[src/rtl/serial_subtractor.sv]
// Bit-serial unsigned subtractor: one full-subtractor cell, LSB first.
// Optional signed-overflow output V is enabled by defining SUB_OVERFLOW_EN.
module serial_subtractor #(
  parameter int WIDTH = 4
) (
  input  logic             clk,
  input  logic             rst,
  input  logic             start,
  input  logic [WIDTH-1:0] A,
  input  logic [WIDTH-1:0] B,
  output logic [WIDTH-1:0] D,
  output logic             B_out,
  output logic             busy,
  output logic             done
`ifdef SUB_OVERFLOW_EN
  ,
  output logic             V
`endif
);

  localparam int CW = (WIDTH > 2) ? $clog2(WIDTH) : 1;
  localparam logic [CW-1:0] LAST = CW'(WIDTH - 1);

  typedef enum logic {IDLE, SHIFT} state_t;

  state_t           state;
  logic [WIDTH-1:0] a_sr;
  logic [WIDTH-1:0] b_sr;
  logic [WIDTH-2:0] d_sr;
  logic             borrow;
  logic [CW-1:0]    cnt;

  logic             a;
  logic             b;
  logic             diff;
  logic             bout;
  logic [WIDTH-1:0] d_cat;

  assign a     = a_sr[0];
  assign b     = b_sr[0];
  assign diff  = a ^ b ^ borrow;
  assign bout  = (~a & b) | (~(a ^ b) & borrow);
  // New bit enters at the top; after WIDTH bits this is the full result.
  assign d_cat = {diff, d_sr};

`ifdef SUB_OVERFLOW_EN
  logic a_msb;
  logic b_msb;
`endif

  always_ff @(posedge clk or posedge rst) begin
    if (rst) begin
      state  <= IDLE;
      a_sr   <= '0;
      b_sr   <= '0;
      d_sr   <= '0;
      borrow <= 1'b0;
      cnt    <= '0;
      D      <= '0;
      B_out  <= 1'b0;
      busy   <= 1'b0;
      done   <= 1'b0;
`ifdef SUB_OVERFLOW_EN
      a_msb  <= 1'b0;
      b_msb  <= 1'b0;
      V      <= 1'b0;
`endif
    end else begin
      done <= 1'b0;
      case (state)
        IDLE: begin
          if (start) begin
            a_sr   <= A;
            b_sr   <= B;
            d_sr   <= '0;
            borrow <= 1'b0;
            cnt    <= '0;
            busy   <= 1'b1;
            state  <= SHIFT;
`ifdef SUB_OVERFLOW_EN
            a_msb  <= A[WIDTH-1];
            b_msb  <= B[WIDTH-1];
`endif
          end
        end
        SHIFT: begin
          borrow <= bout;
          d_sr   <= d_cat[WIDTH-1:1];
          a_sr   <= a_sr >> 1;
          b_sr   <= b_sr >> 1;
          cnt    <= cnt + 1'b1;
          if (cnt == LAST) begin
            D     <= d_cat;
            B_out <= bout;
            done  <= 1'b1;
            busy  <= 1'b0;
            state <= IDLE;
`ifdef SUB_OVERFLOW_EN
            V     <= (a_msb ^ b_msb) & (diff ^ a_msb);
`endif
          end
        end
        default: state <= IDLE;
      endcase
    end
  end

endmodule
[config.mk]
export PLATFORM = sky130hd
export DESIGN_NAME = serial_subtractor
export DESIGN_NICKNAME = d
export VERILOG_FILES = /design/src/rtl/serial_subtractor.sv
export SDC_FILE = /design/constraint.sdc
export NUM_CORES = 1
export LEC_CHECK = 0
export BUFFER_PORTS_ARGS = -buffer_cell sky130_fd_sc_hd__buf_2
export CAP_MARGIN = 25
export CORE_MARGIN = 1.5
export CORE_UTILIZATION = 52
export CTS_CLUSTER_SIZE = 30
export DETAILED_ROUTE_END_ITERATION = 12
export GPL_ROUTABILITY_DRIVEN = 1
export GPL_TIMING_DRIVEN = 0
export PLACE_DENSITY = 0.76
export SLEW_MARGIN = 20
export SYNTH_ARGS = -nofsm -noshare
export SYNTH_HDL_FRONTEND = slang
export SYNTH_SLANG_ARGS = --single-unit
[constraint.sdc]
create_clock -name clk -period 1.6 [get_ports clk]
set_input_delay 0.4 -clock clk [delete_from_list [all_inputs] [get_ports clk]]
set_output_delay 0.4 -clock clk [all_outputs]
set_load 0.05 [all_outputs]
* Yosys cells after proc, flatten, opt, wreduce, memory -nomap -nowiden
Cells that the tools add are included.
Word-level totals: register bits after elaboration 22, word-level logic and storage cells 42, input bits 11, output and inout bits 7
Cells by class: muxes and demuxes 18, reduce and logical (&&, ||, !) cells 2, bitwise operators 8, equality and inequality tests 3, add/sub/neg operators 1
Operators with widths (count):
- 4-bit one-hot mux with 2 select lines | 2
- 4-bit two-way mux | 2
- 1-bit two-way mux | 7
- 1-bit one-hot mux with 2 select lines | 3
- 3-bit one-hot mux with 2 select lines | 1
- 2-bit one-hot mux with 2 select lines | 1
- 2-bit AND reduction | 2
- 3-bit two-way mux | 1
- 1-bit inverter | 3
- 2-bit by 1-bit adder with 2-bit output, second input constant | 1
- 1-bit bitwise AND | 2
- 2-bit == test, second input constant | 1
- 2-bit two-way mux | 1
- 2-bit by 1-bit inequality test with 1-bit output, second input constant | 1
- 2-bit inequality test, second input constant | 1
- 1-bit XOR | 2
- 1-bit OR | 1

* Logic depth before layout (Yosys ltp)
depth in word-level cells 5, gate-level depth with buffers 4, depth with buffers taken out 4

* Least setup slack after synthesis
No wires, ideal clock.
kind register to register, start register a_sr[0], end register D[3], path buffers 0, path slack 0.361 ns, data arrival time 1.114 ns, required time 1.475 ns, cell stages (with the launch flop) 3, setup time 0.125 ns, clock period less this slack 1.239 ns, path through dfrtp_1 -> fa_1 -> mux2_2
Between the ends: longest elaborated chain between the ends 2
RTL lines:
- from (decl) | line 27 | logic [WIDTH-1:0] a_sr;
- from (signal assigned) | line 89 | a_sr <= a_sr >> 1;
- 1-bit XOR (2 in series) | line 41 | assign diff = a ^ b ^ borrow;
- named net diff | line 35 | logic diff;
- to (signal assigned) | line 93 | D <= d_cat;
- to (decl) | line 11 | output logic [WIDTH-1:0] D,
The timed path passes the listed nets, and every way through them passes these cells. A chain may end at the register's enable or synchronous reset.

* Worst setup path after layout
start register busy, end output port busy
RTL lines:
- from (decl) | line 13 | output logic busy,
- from (signal assigned) | line 61 | busy <= 1'b0;
- from (signal assigned) | line 78 | busy <= 1'b1;
- from (signal assigned) | line 96 | busy <= 1'b0;
No word-level cell between the ends.

==> reports/qor.csv <==
stage;metric;value;unit
outcome;outcome;complete, no violations;
finish;most frequent cells in the layout;dfrtp_1 (22), buf_2 (19), nand2_1 (9);
yosys;syn avg cell area;12.0;sq um
placement;GPL Wtd Cong;0.742;
placement;IO Port Bufs;17;
global_routing;Total GRT Usage;17.6;%
route;Vias/cell;4.80;
power;Clk network pwr share;14.2;%
yosys;synth unique cells;18;
route;DRT met1 WL;700;um
power;sequential power share;41.6;%
timing;Fin. Hold Viols;0;
cts;Sink Count;22;
timing;Final period util;84.0;%
timing;fin crit period;1.34;ns
die;Ports;18;
yosys;mapped cell area;935;sq um
finish;Finished Layout Cells;124;
cts;CTS buffer count;3;
worst_setup_path;CP max stage delay;0.37;ns
timing;RSZ-0062 raised after global routing;false;
route;DR DRC count;0;
die;Starting Density;54.7;%
die;Cell Rows;15;
power;Combinational Power Share;44.2;%
cts;Post-CTS Setup Bufs;0;
placement;Place WS;0.326;ns
timing;Final setup violation count;0;
cts;Clock Pin Slew Worst Setup and Hold Paths;0.12;ns
route;Antenna Nets Post-Route;0;
worst_setup_path;slowest stage cell, crit path;dfrtp_1;
cts;Worst-Skew Late Latency;0.30;ns
yosys;Yosys reg bits;22;
worst_setup_path;CP startpoint;busy$_DFFE_PP0P_;
finish;layout net count;113;
cts;root buffer cell;clkbuf_4;
placement;Detail Placement HPWL;1.08;mm
power;PD cells;1970;mW/mm^2
finish;layout cells sized above 1;32.3;%
global_routing;largest net degree at the start of global routing;23;
timing;Slew HR;45.3;%
finish;diode count;0;
timing;hold_ws;0.236;ns
timing;setup ws final;0.256;ns
route;routed wl met3;66;um
worst_setup_path;CP Class;reg2out;
die;Core Region;0.00171;sq mm
timing;TNS Setup;0;ns
route;Vias;595;
route;max layer used;met4;
worst_setup_path;critical path arrival;0.94;ns
power;static leakage;0.561;nW
cts;CTS tree;done;
route;final wirelength;1.49;mm
global_routing;vias in the first global route;584;
flow_run;maxcap violations;0;
route;DR pass1 iterations;4;
route;Starting DRT DRC Count;6;
worst_setup_path;Worst R2R Start;a_sr[0]$_DFFE_PP0P_;
die;Die W;45.4;um
worst_setup_path;required time worst endpoint;1.20;ns
yosys;Synth Warn #;0;
finish;Syn-to-layout area delta;16.3;%
cts;cts repair resizes;0;
worst_setup_path;Setup crit end kind;primary output;
worst_setup_path;Crit path max-delay family;flip-flops;
yosys;Syn Inst Count;78;
min_path;Hold WC Path Type;in2async;
global_routing;first-pass GRT wire length;2.57;mm
worst_setup_path;CP max FO;3;
worst_setup_path;WP buf/inv;1;
timing;final setup skew;0.00102;ns
cts;hold_buf cts;0;
timing;Worst Tran Pin Value;0.819;ns
power;Sw Pwr;0.000879;W
yosys;Mapped Nets;91;
worst_setup_path;crit-path cells;buf_2;
finish;leading cell type in the layout, fill and taps excluded;dfrtp_1;
timing;FMAX;744;MHz
die;Die ar.;0.00206;sq mm
worst_setup_path;Startpoint Class;flop;
route;Wirelength per Cell;12.0;um
yosys;register area share after synthesis;58.9;%
global_routing;total congestion overflow;0;
die;DIE HEIGHT;45.4;um
power;PnR Total Power;0.00214;W
timing;pins over their slew limit;0;
power;Switching Share;41.0;%
cts;Max clock buf depth;2;
global_routing;initial antenna violation count;0;
cts;H-tree levels;1;
power;Int Power;0.00126;W
route;met2 wire length;706;um
placement;dpl cells;120;
power;VDD IR-drop max;1020;uV
## stage by stage
step,instance area [sq um],utilization (%)
global placement,1050,61.5
global route,1090,63.7
detailed placement,1050,61.5
floorplan,935,-
finish,1090,63.7
CTS,1090,63.7
## power by group through the flow
stage          Clock, W  Combinational (W)  Sequential [W]
2_1_floorplan         0           0.000478         0.00117
3_3_place_gp          0           0.000925        0.000898
3_5_place_dp          0           0.000954        0.000906
4_1_cts        0.000308           0.000955        0.000893
5_1_grt        0.000325            0.00105        0.000918
6_report       0.000305           0.000947        0.000890
## path summary, 6_finish.rpt
path / endpoint / slack [ns] / depth (start not counted)
min in group clk: b_sr[3]$_DFFE_PP0P_ / 0.33 / 3
worst min-delay path: b_sr[2]$_DFFE_PP0P_ / 0.24 / 2
worst min register to register: b_sr[0]$_DFFE_PP0P_ / 0.50 / 2
worst max register to register: D[3]$_DFFE_PP0P_ / 0.32 / 2
max in group asynchronous: busy$_DFFE_PP0P_ / 0.86 / 2
worst max-delay path: busy / 0.26 / 1
## state kept, by name, summed over array words and instances (netlist names)
register and cells:
busy 1, state 1, cnt 2, D 4, a_sr 4, d_sr 3
b_sr 4, borrow 1, done 1, B_out 1
## Yosys cell counts (all sizes together)
master / number / share of area (%)
o22ai: 1 / 0.67
a22o: 2 / 1.9
nand2b: 3 / 2.0
nand2: 10 / 4.8
dfrtp: 22 / 59
mux2: 6 / 7.2
o21ai: 9 / 4.8
inv: 6 / 2.4
ha: 1 / 1.3
mux2i: 8 / 8.6
buf: 4 / 3.1
nor2: 4 / 1.6
a21oi: 1 / 0.53
fa: 1 / 2.1
## kinds of logic after synthesis
group	share of synthesized area, %
flops	58.9
simple gates	8.43
compound gates	7.90
mux	15.8
fa+ha+maj	3.48
buf+inv	5.49
## per-layer routing
layer	up-vias	track usage, %
li1	298	-
met1	278	23.2
met2	17	28.2
met3	2	2.78
met4	0	8.82
met5	-	0
## area by class of cell
type                            instances  area [sq um]
Sequential cell                        22           551
Buffer                                  4          28.8
Fill cell                             136           621
Inverter                                6          22.5
Tap cell                               25          31.3
Multi-Input combinational cell         46           333
Clock buffer                            4          36.3
Timing Repair Buffer                   17          85.1
(Power assumes the default switching activity.)
